--- src/rtl/corrupt_pkg.sv ---
// Shared types and widths for the corruption scheduler: FSM encoding, mode codes, bus widths.
package corrupt_pkg;

   localparam int ROW_W  = 2;
   localparam int COL_W  = 11;
   localparam int SEED_W = 8;
   localparam int STAT_W = 16;
   localparam int CNT_W  = 4;

   typedef enum logic [1:0] {
      ST_IDLE = 2'd0,
      ST_ARM  = 2'd1,
      ST_ON   = 2'd2,
      ST_GAP  = 2'd3
   } state_t;

   localparam logic [1:0] MODE_OFF    = 2'b00;
   localparam logic [1:0] MODE_CONT   = 2'b01;
   localparam logic [1:0] MODE_BURST  = 2'b10;
   localparam logic [1:0] MODE_SINGLE = 2'b11;

   // A zero burst length still corrupts one frame.
   function automatic logic [CNT_W-1:0] eff_burst(input logic [CNT_W-1:0] len);
      return (len == '0) ? CNT_W'(1) : len;
   endfunction

endpackage

--- src/rtl/corrupt_sof_det.sv ---
// Frame-start detector: valid byte at row 0, column 0.
// Purely combinational, zero latency; no flow control.
module corrupt_sof_det
   import corrupt_pkg::*;
(
   input  logic             i_frame_data_valid,
   input  logic [ROW_W-1:0] i_row_cnt,
   input  logic [COL_W-1:0] i_col_cnt,
   output logic             o_sof
);

   assign o_sof = i_frame_data_valid && (i_row_cnt == '0) && (i_col_cnt == '0);

endmodule

--- src/rtl/corrupt_sched.sv ---
// Schedules corruption bursts on frame boundaries and hands the corruptor a seed per burst.
// All outputs registered (one cycle after the triggering SOF); no backpressure, SOFs are never stalled.
module corrupt_sched
   import corrupt_pkg::*;
(
   input  logic              i_clk,
   input  logic              i_rst_n,
   input  logic [ROW_W-1:0]  i_row_cnt,
   input  logic [COL_W-1:0]  i_col_cnt,
   input  logic              i_frame_data_valid,
   input  logic              i_sw_enable,
   input  logic [1:0]        i_mode,
   input  logic [CNT_W-1:0]  i_burst_len,
   input  logic [CNT_W-1:0]  i_gap_len,
   input  logic [SEED_W-1:0] i_seed_base,
   input  logic              i_trigger,
   input  logic              i_clr_stats,
   output logic              o_corrupt_en,
   output logic [SEED_W-1:0] o_corrupt_seed,
   output logic              o_seed_load,
   output logic [STAT_W-1:0] o_corrupt_frames,
   output logic              o_busy
);

   state_t              state_q;
   logic [1:0]          mode_q;
   logic [CNT_W-1:0]    burst_len_q;
   logic [CNT_W-1:0]    gap_len_q;
   logic [SEED_W-1:0]   seed_base_q;
   logic [CNT_W-1:0]    burst_cnt_q;
   logic [CNT_W-1:0]    gap_cnt_q;
   logic [SEED_W-1:0]   burst_idx_q;
   logic                corrupt_en_q;
   logic [SEED_W-1:0]   seed_q;
   logic                seed_load_q;
   logic [STAT_W-1:0]   frames_q;
   logic                busy_q;

   logic sof;
   logic abort;
   logic arm_req;
   logic start_burst;
   logic count_frame;

   corrupt_sof_det u_sof_det (
      .i_frame_data_valid (i_frame_data_valid),
      .i_row_cnt          (i_row_cnt),
      .i_col_cnt          (i_col_cnt),
      .o_sof              (sof)
   );

   assign abort   = !i_sw_enable || (i_mode == MODE_OFF);
   assign arm_req = i_sw_enable &&
                    ((i_mode == MODE_CONT) || (i_mode == MODE_BURST) ||
                     ((i_mode == MODE_SINGLE) && i_trigger));

   // A new burst starts on the arming SOF, on an exhausted gap, or back-to-back in burst mode.
   always_comb begin
      start_burst = 1'b0;
      count_frame = 1'b0;
      if (!abort && sof) begin
         unique case (state_q)
            ST_ARM: start_burst = 1'b1;
            ST_ON: begin
               if (mode_q != MODE_CONT && burst_cnt_q == '0 &&
                   mode_q == MODE_BURST && gap_len_q == '0)
                  start_burst = 1'b1;
               count_frame = (mode_q == MODE_CONT) || (burst_cnt_q != '0);
            end
            ST_GAP:  start_burst = (gap_cnt_q <= CNT_W'(1));
            default: start_burst = 1'b0;
         endcase
         if (start_burst)
            count_frame = 1'b1;
      end
   end

   always_ff @(posedge i_clk or negedge i_rst_n) begin
      if (!i_rst_n) begin
         state_q      <= ST_IDLE;
         mode_q       <= MODE_OFF;
         burst_len_q  <= '0;
         gap_len_q    <= '0;
         seed_base_q  <= '0;
         burst_cnt_q  <= '0;
         gap_cnt_q    <= '0;
         burst_idx_q  <= '0;
         corrupt_en_q <= 1'b0;
         seed_q       <= '0;
         seed_load_q  <= 1'b0;
         frames_q     <= '0;
         busy_q       <= 1'b0;
      end else begin
         seed_load_q <= 1'b0;

         // Clear and count in one cycle leaves the counter at 1.
         if (count_frame)
            frames_q <= i_clr_stats ? STAT_W'(1) :
                        (frames_q == '1) ? frames_q : frames_q + STAT_W'(1);
         else if (i_clr_stats)
            frames_q <= '0;

         if (abort) begin
            state_q      <= ST_IDLE;
            corrupt_en_q <= 1'b0;
            busy_q       <= 1'b0;
         end else if (start_burst) begin
            state_q      <= ST_ON;
            burst_cnt_q  <= eff_burst(burst_len_q) - CNT_W'(1);
            seed_q       <= seed_base_q + burst_idx_q;
            burst_idx_q  <= burst_idx_q + SEED_W'(1);
            seed_load_q  <= 1'b1;
            corrupt_en_q <= 1'b1;
            busy_q       <= 1'b1;
         end else begin
            unique case (state_q)
               ST_IDLE: begin
                  if (arm_req) begin
                     state_q     <= ST_ARM;
                     mode_q      <= i_mode;
                     burst_len_q <= i_burst_len;
                     gap_len_q   <= i_gap_len;
                     seed_base_q <= i_seed_base;
                     burst_idx_q <= '0;
                     busy_q      <= 1'b1;
                  end
               end
               ST_ON: begin
                  if (sof && mode_q != MODE_CONT) begin
                     if (burst_cnt_q != '0) begin
                        burst_cnt_q <= burst_cnt_q - CNT_W'(1);
                     end else if (mode_q == MODE_SINGLE) begin
                        state_q      <= ST_IDLE;
                        corrupt_en_q <= 1'b0;
                        busy_q       <= 1'b0;
                     end else begin
                        state_q      <= ST_GAP;
                        gap_cnt_q    <= gap_len_q;
                        corrupt_en_q <= 1'b0;
                     end
                  end
               end
               ST_GAP: begin
                  if (sof)
                     gap_cnt_q <= gap_cnt_q - CNT_W'(1);
               end
               default: state_q <= state_q;
            endcase
         end
      end
   end

   assign o_corrupt_en     = corrupt_en_q;
   assign o_corrupt_seed   = seed_q;
   assign o_seed_load      = seed_load_q;
   assign o_corrupt_frames = frames_q;
   assign o_busy           = busy_q;

endmodule
--- config.mk ---
export PLATFORM = sky130hd
export DESIGN_NAME = corrupt_sched
export DESIGN_NICKNAME = d
export VERILOG_FILES = /design/src/rtl/corrupt_pkg.sv /design/src/rtl/corrupt_sof_det.sv /design/src/rtl/corrupt_sched.sv
export SDC_FILE = /design/constraint.sdc
export NUM_CORES = 1
export LEC_CHECK = 0
export BUFFER_PORTS_ARGS = -buffer_cell sky130_fd_sc_hd__buf_4
export CAP_MARGIN = 20
export CORE_MARGIN = 2
export CORE_UTILIZATION = 54
export DETAILED_ROUTE_END_ITERATION = 6
export PLACE_DENSITY = 0.78
export REMOVE_ABC_BUFFERS = 1
export SLEW_MARGIN = 20
export SYNTH_ARGS = -nofsm -noshare
export SYNTH_HDL_FRONTEND = slang
export SYNTH_SLANG_ARGS = --single-unit
--- constraint.sdc ---
create_clock -name i_clk -period 3.49 [get_ports i_clk]
set_clock_uncertainty 0.2 [all_clocks]
set_input_delay 0.1745 -clock i_clk [delete_from_list [all_inputs] [get_ports i_clk]]
set_output_delay 0.1745 -clock i_clk [all_outputs]
set_load 0.01 [all_outputs]
==> flow_summary.yaml, run 1 <==
status:
  status: "completed"
route:
  viasPerCell: 5.590
  detail_route.iter0.violations: 156
  wl_um: 7416
  drc: 0
  antenna_left: 0
  drt-pass1-iter-count: 4
  via_count: 2851
  routedWlPerCell_um: 14.54
yosys:
  async_flop_share_pct: 100.0
  synthFlopType: "dfrtp_1"
  synth.distinct_cells: 45
  syn_area_per_cell_um2: 9.796
  synth_edf_count: 0
  synthCells: 346
  ys_seq_elements: 63
  synth_warnings: 0
  synth-seq-area-share_pct: 46.51
  syn_area_um2: 3390
clock_tree:
  cts_buffer_depth: 2
  cts_resized: 0
  clk_transition_reported_paths_ns: 0.07
  numClockSinks: 63
  insertion_delay_ns: 0.34
  post_cts_buffers: 0
  cts_root_buf: "clkbuf_8"
  cts_hold_buffers: 20
  htreeDepth: 3
  cts_inserted_buffers: 9
  cts_tree: "yes"
critical_path:
  required_ns: 3.56
  crit_type: "flip-flop to flip-flop"
  critPathMaxFanout: 5
  cpMostUsedCell: "a21oi_1"
  worstSetupEndpointType: "flip-flop"
  critPathMaxStageDelay_ns: 0.62
  r2r-start: "burst_cnt_q[1]"
  cpMaxStageDelayCell: "or4_1"
  crit_arrival_ns: 3.10
  cp_cell_sequence: "or4_1, nor3_1, a21oi_1, or2_1, or3_1, o21ai_0, ha_1, nand2_1, xor2_1, a21oi_1"
  crit_start: "burst_cnt_q[1]"
  startpoint_type: "flip-flop"
power_and_ir_drop:
  power_density_nw_per_um2: 401.7
  vdd_ir_drop_max_mv: 0.4398
  p_comb_share_pct: 14.5
  p_sw_uw: 462.1
  power_leakage_nw: 1.905
  clkPwrFrac_pct: 36.6
  netSwitchingFraction_pct: 26.57
  p_int_mw: 1.277
  p_seq_share_pct: 48.9
floorplan:
  core_area_um2: 5991
  die_area_um2: 6926
  fp.dieW_um: 83.23
  num_io_pins: 64
  die_h_um: 83.23
  fp-row-count: 28
  start_util_pct: 56.58
global_routing:
  met1_usage_pct: 29.09
  track_usage_pct: 22.88
  grt-busiest-layer: "met2"
  grt_pass1_vias: 2867
  gr-total-overflow: 0
  met3_usage_pct: 5.368
  grt_util_met2_pct: 38.12
  antenna_found_initial: 0
  grt_max_degree: 64
  grt_pass1_wl_um: 12990
sta:
  slew_viol_final: 0
  period_minus_slack_ns: 3.025
  setup-tns-final_ns: 0
  fin_crit_sh_pct: 86.67
  setup_viol: 0
  finalHoldViolCount: 0
  maxSlewHeadroom_pct: 48.16
  fmax_mhz: 330.6
  worst_pin_slew_ns: 0.7776
  rsz0062_at_grt: "false"
layout:
  antennaDiodeCount: 0
  final_cells: 510
  final_nets: 482
  drive_gt1_share_pct: 24.83
  area_growth_pct: 27.72
min_path:
  min_from: "i_sw_enable"
  holdCritPathClass: "input pin to flip-flop"
placed_design:
  portBuffers: 63
  hpwl_um: 5143
  gp_congestion: 0.8064
  dp.cells: 474
job:
  drv_cap: 0
## Yosys cell counts (2+ instances only)
cell type  count  area [um2]
nand3_1       16       80.08
nor2_1        27       101.4
inv_1         13       48.80
and3_1         2       12.51
nand4_1        3       18.77
or3_1         10       62.56
or4_1          4       30.03
nor2b_1        5       31.28
xnor2_1       12       105.1
o21bai_1       3       22.52
a21oi_1       20       100.1
or2_2          2       12.51
a31oi_1        2       12.51
nand2_1       27       101.4
o31ai_1        2       15.01
ha_1          14       175.2
and2_1         2       12.51
o21ai_0       25       125.1
xor2_1         6       52.55
o311ai_0       2       17.52
mux2_2        17       191.4
mux2i_1        4       40.04
nor4_1         9       56.30
clkbuf_1       9       33.78
dfrtp_1       63        1577
and4_1         4       35.03
nor3_1        17       85.08
nand2b_1       5       31.28
buf_2          3       15.01
o211ai_1       3       22.52
## flip-flops by register name (all words and copies together) (netlist names)
name and cells:
o_corrupt_frames 16, burst_idx_q 8, o_corrupt_seed 8, seed_base_q 8
burst_cnt_q 4, burst_len_q 4, gap_cnt_q 4, gap_len_q 4
mode_q 2, state_q 2, o_busy 1, o_corrupt_en 1
o_seed_load 1
## through the flow
stage	hold slack, ns	cell area [um2]	util, %	worst slack (ns)	power, mW
2_1_floorplan	-0.3211	3332	-	0.4733	1.002
3_3_place_gp	0.1077	3931	65.62	0.6338	1.090
3_5_place_dp	0.1099	3931	65.62	0.4654	1.097
4_1_cts	0.03501	4329	72.26	0.4638	1.754
5_1_grt	0.05642	4329	72.26	0.2152	1.824
6_report	0.05324	4329	72.26	0.4653	1.739
## layer usage
layer / routed length, um / vias to the layer above
met5: 0 / -
met2: 3622 / 66
met4: 146 / 0
met1: 3335 / 1367
met3: 312 / 15
li1: - / 1403
## layout by cell type, fill, tap and decap left out, types with 5 or more instances in the layout
master and n:
mux2_2 17, or3_1 10, dlygate4sd3_1 20, nor2_1 26
buf_4 67, ha_1 14, inv_1 13, a21oi_1 20
o21ai_0 25, nor3_1 17, xor2_1 6, xnor2_1 12
nand2b_1 5, nand3_1 16, nand2_1 27, nor2b_1 5
clkbuf_8 10, nor4_1 9, dfrtp_1 63
## critical path: cells and delay by family (launching register included)
family,cells,cell delay [ns]
AO/OA/AOI/OAI,3,0.40
XOR/XNOR,1,0.16
adder cells (fa/ha/maj),1,0.21
flip-flops,1,0.40
AND/OR/NAND/NOR,5,1.58
## layout make-up
class                           count  area, um2
Clock buffer                       10      137.6
Clock inverter                      6      60.06
Fill cell                         444       1662
Inverter                           13      48.80
Multi-Input combinational cell    256       1709
Sequential cell                    63       1577
Tap cell                           75      93.84
Timing Repair Buffer               87      703.2
## final timing paths
kind | slack (ns) | end | depth (start not counted)
max reg2reg | 0.47 | burst_cnt_q[2] | 10
min reg2reg | 0.28 | o_corrupt_seed[5] | 2
min in group asynchronous | 0.26 | gap_cnt_q[2] | 2
max in group asynchronous | 2.32 | o_corrupt_seed[1] | 2
min | 0.05 | o_busy | 3
max | 0.47 | burst_cnt_q[2] | 10
## power by group through the flow
stage               sequential, mW  combinational, mW  clock, mW
floorplan                    0.845              0.156          0
global placement             0.861              0.229          0
detailed placement           0.861              0.235          0
CTS                          0.848              0.255      0.651
global route                 0.859              0.284      0.682
finish                       0.850              0.253      0.637
## kinds of logic after synthesis
logic type	Yosys count	share of synthesized area, %
xor+xnor	18	4.651
simple gates	138	21.52
mux	22	7.161
flops	63	46.51
fa+ha+maj	15	5.759
compound gates	63	11.26
buf+inv	27	3.137
Note: power is estimated with default switching activity, not from simulation.
==> inputs of run 2 (changes only) <==
- ABC_AREA: unset -> 1
- PLACE_DENSITY: 0.78 -> 0.77
==> run 2 against run 1 <==
Net effect: sequential power fell by 2%; setup slack gained 0.21 ns; global-route usage increased by 1.7 points; maximum frequency grew 7.5%; die area grew 11%; total power down 1.4%; synthesized cell count grew 43%; design area increased by 8.0%; register-to-register slack better by 0.39 ns; critical endpoint is now burst_cnt_q[1]; highest routed layer unchanged.
==> flow_summary.yaml, run 2 <==
global_routing:
  track_usage_pct: 24.54
  gr-total-overflow: 0
  grt_max_degree: 64
  grt_pass1_wl_um: 14810
  antenna_found_initial: 0
  grt_pass1_vias: 3289
route:
  routedWlPerCell_um: 13.03
  wl_um: 8707
  met2_length_um: 4248
  highest_layer: "met4"
  drc: 0
  drt-pass1-iter-count: 5
  via_count: 3557
  m1WireLength_um: 3828
  route.met3.wl_um: 456
  antenna_left: 0
  viasPerCell: 5.325
  detail_route.iter0.violations: 231
layout:
  final_nets: 635
  area_growth_pct: 24.23
  largest_reg_flops: 16
  final_area_um2: 4677
  fillers: 564
  antennaDiodeCount: 0
  drive_gt1_share_pct: 18.54
  final_cells: 668
  layout_common_cells: "nand2_1, buf_4, inv_1, dfrtp_1, nor2_1"
  final_common_cell: "nand2_1"
placed_design:
  dp.cells: 632
  portBuffers: 63
  dpl_cell_area_um2: 4295
  hpwl_um: 6272
  gp_congestion: 0.9324
sta:
  maxSlewHeadroom_pct: 46.38
  period_minus_slack_ns: 2.813
  slew_viol_final: 0
  fmax_mhz: 355.5
  worst_pin_slew_ns: 0.8043
  setup-tns-final_ns: 0
  setup_viol: 0
  fin_crit_sh_pct: 80.59
  finalHoldViolCount: 0
  rsz0062_at_grt: "false"
min_path:
  holdCritPathClass: "input pin to flip-flop"
  min_to: "burst_cnt_q[3]"
  whs_path_depth: 5
  min_from: "i_sw_enable"
clock_tree:
  cts_root_buf: "clkbuf_8"
  cts_resized: 0
  htreeDepth: 3
  insertion_delay_ns: 0.34
  clk_transition_reported_paths_ns: 0.07
  cts_inserted_buffers: 9
  cts_tree: "yes"
  numClockSinks: 63
  cts_buffer_depth: 2
floorplan:
  die_h_um: 87.50
  num_io_pins: 64
  start_util_pct: 55.72
  fp.dieW_um: 87.50
  fp-row-count: 30
  core_area_um2: 6756
  die_area_um2: 7656
critical_path:
  cp_cell_sequence: "dlygate4sd3_1, buf_4, inv_1, ha_1, nor2_2, inv_1, nor2_1, nand2_1, nand2_1, nand2_1, ha_1, nand2_1, o21ai_0, inv_1"
  startpoint_type: "input pin"
  r2r_cells: 14
  crit_arrival_ns: 2.84
  required_ns: 3.52
  crit_family: "simple AND/OR/NAND/NOR gates"
  cp_num_buf_inv: 5
  r2r-start: "gap_cnt_q[0]"
  r2r-end: "gap_cnt_q[0]"
  worstSetupEndpointType: "flip-flop"
  crit_type: "input pin to flip-flop"
  regToRegSetupSlack_ns: 0.86
  critPathMaxStageDelay_ns: 0.54
  critPathMaxFanout: 22
  cpMostUsedCell: "nand2_1"
  cpMaxStageDelayCell: "dlygate4sd3_1"
yosys:
  syn_area_um2: 3765
  syn_area_per_cell_um2: 7.590
  async_flop_share_pct: 100.0
  synthFlopType: "dfrtp_1"
  synth_common_cells: "nand2_1, dfrtp_1, inv_1"
  synth_top_area_share_pct: 41.87
  synth.distinct_cells: 39
  synth_edf_count: 0
  synthCells: 496
  yosysMostFrequentCell: "nand2_1"
  synth_warnings: 0
  synth_top_area_cell: "dfrtp_1"
  ys_seq_elements: 63
  ys_top_cells_by_area: "dfrtp_1, nand2_1, inv_1"
  synth-seq-area-share_pct: 41.87
power_and_ir_drop:
  p_total_mw: 1.715
  power_density_nw_per_um2: 366.7
  vdd_ir_drop_max_mv: 0.2834
  power_leakage_nw: 2.334
status:
  status: "completed"
job:
  drv_cap: 0
run 2: changes by cell type in the layout (fill, tap and decap cells not counted), sizes merged, moves of 7 or more:
cell | before | now
nand2 | 27 | 140
inv | 13 | 66
nor2 | 27 | 56
mux2 | 18 | 0
nand3 | 16 | 30
o21ai | 25 | 39
or3 | 10 | 0
xnor2 | 12 | 3
xor2 | 6 | 15
nand4 | 3 | 10
nor4 | 9 | 2
run 2: cell families (layout without fill, tap and decap cells):
group                    after synthesis  after routing  share of synthesized area (%)
buffers and inverters                 73            165                          7.810
adder cells (fa/ha/maj)               15             15                          5.185
flip-flops                            63             63                          41.87
XOR/XNOR                              18             18                          4.188
AND/OR/NAND/NOR                      252            252                          29.51
AO/OA/AOI/OAI                         75             75                          11.43
run 2: area by class of cell:
| type | count | area, um2 | area share (%) |
|---|---|---|---|
| Tap cell | 80 | 100.1 | 2.140 |
| Clock inverter | 6 | 43.79 | 0.9363 |
| Timing Repair Buffer | 84 | 680.7 | 14.55 |
| Clock buffer | 10 | 137.6 | 2.943 |
| Multi-Input combinational cell | 360 | 1894 | 40.50 |
| Inverter | 65 | 244.0 | 5.217 |
| Sequential cell | 63 | 1577 | 33.71 |
run 2: worst max path at each step:
stage / from / end / slack (ns) / cells after the start
2_1_floorplan: gap_cnt_q[0] / burst_cnt_q[1] / 1.25 / 15
3_3_place_gp: gap_cnt_q[0] / gap_cnt_q[0] / 1.0 / 14
3_5_place_dp: gap_cnt_q[0] / gap_cnt_q[3] / 0.90 / 14
4_1_cts: i_mode[0] / burst_cnt_q[1] / 0.72 / 14
5_1_grt: i_mode[0] / burst_cnt_q[1] / 0.33 / 14
6_report: i_mode[0] / burst_cnt_q[1] / 0.68 / 14
run 2: report_power, final:
group | switching, mW | internal (mW) | total [mW] | leakage [nW]
Sequential | 0.0437 | 0.792 | 0.836 | 0.833
Clock | 0.305 | 0.279 | 0.584 | 0.0926
Combinational | 0.173 | 0.122 | 0.295 | 1.41
Total | 0.521 | 1.19 | 1.72 | 2.33
run 2: routing by layer:
layer	track usage, %	vias up
met2	40.98	115
met5	0	-
met3	4.929	22
met4	9.091	0
li1	-	1778
met1	31.63	1642
run 2: through the flow:
| stage | hold slack [ns] | utilization (%) | setup slack, ns |
|---|---|---|---|
| floorplan | -0.3211 | - | 1.250 |
| global placement | 0.1115 | 63.57 | 0.9997 |
| detailed placement | 0.1104 | 63.57 | 0.9004 |
| CTS | 0.04428 | 69.22 | 0.7180 |
| global route | 0.09939 | 69.22 | 0.3259 |
| finish | 0.05286 | 69.22 | 0.6774 |
run 2: what timing repair did:
item / in CTS / in global routing
hold endpoints to repair: 87 / 0
setup buffers: 0 / 0
hold buffers: 20 / 0
run 2: tightest hold or removal path, delay by kind of cell:
family | cells | cell delay, ns
simple gates | 3 | 0.22
buf+inv | 2 | 0.16
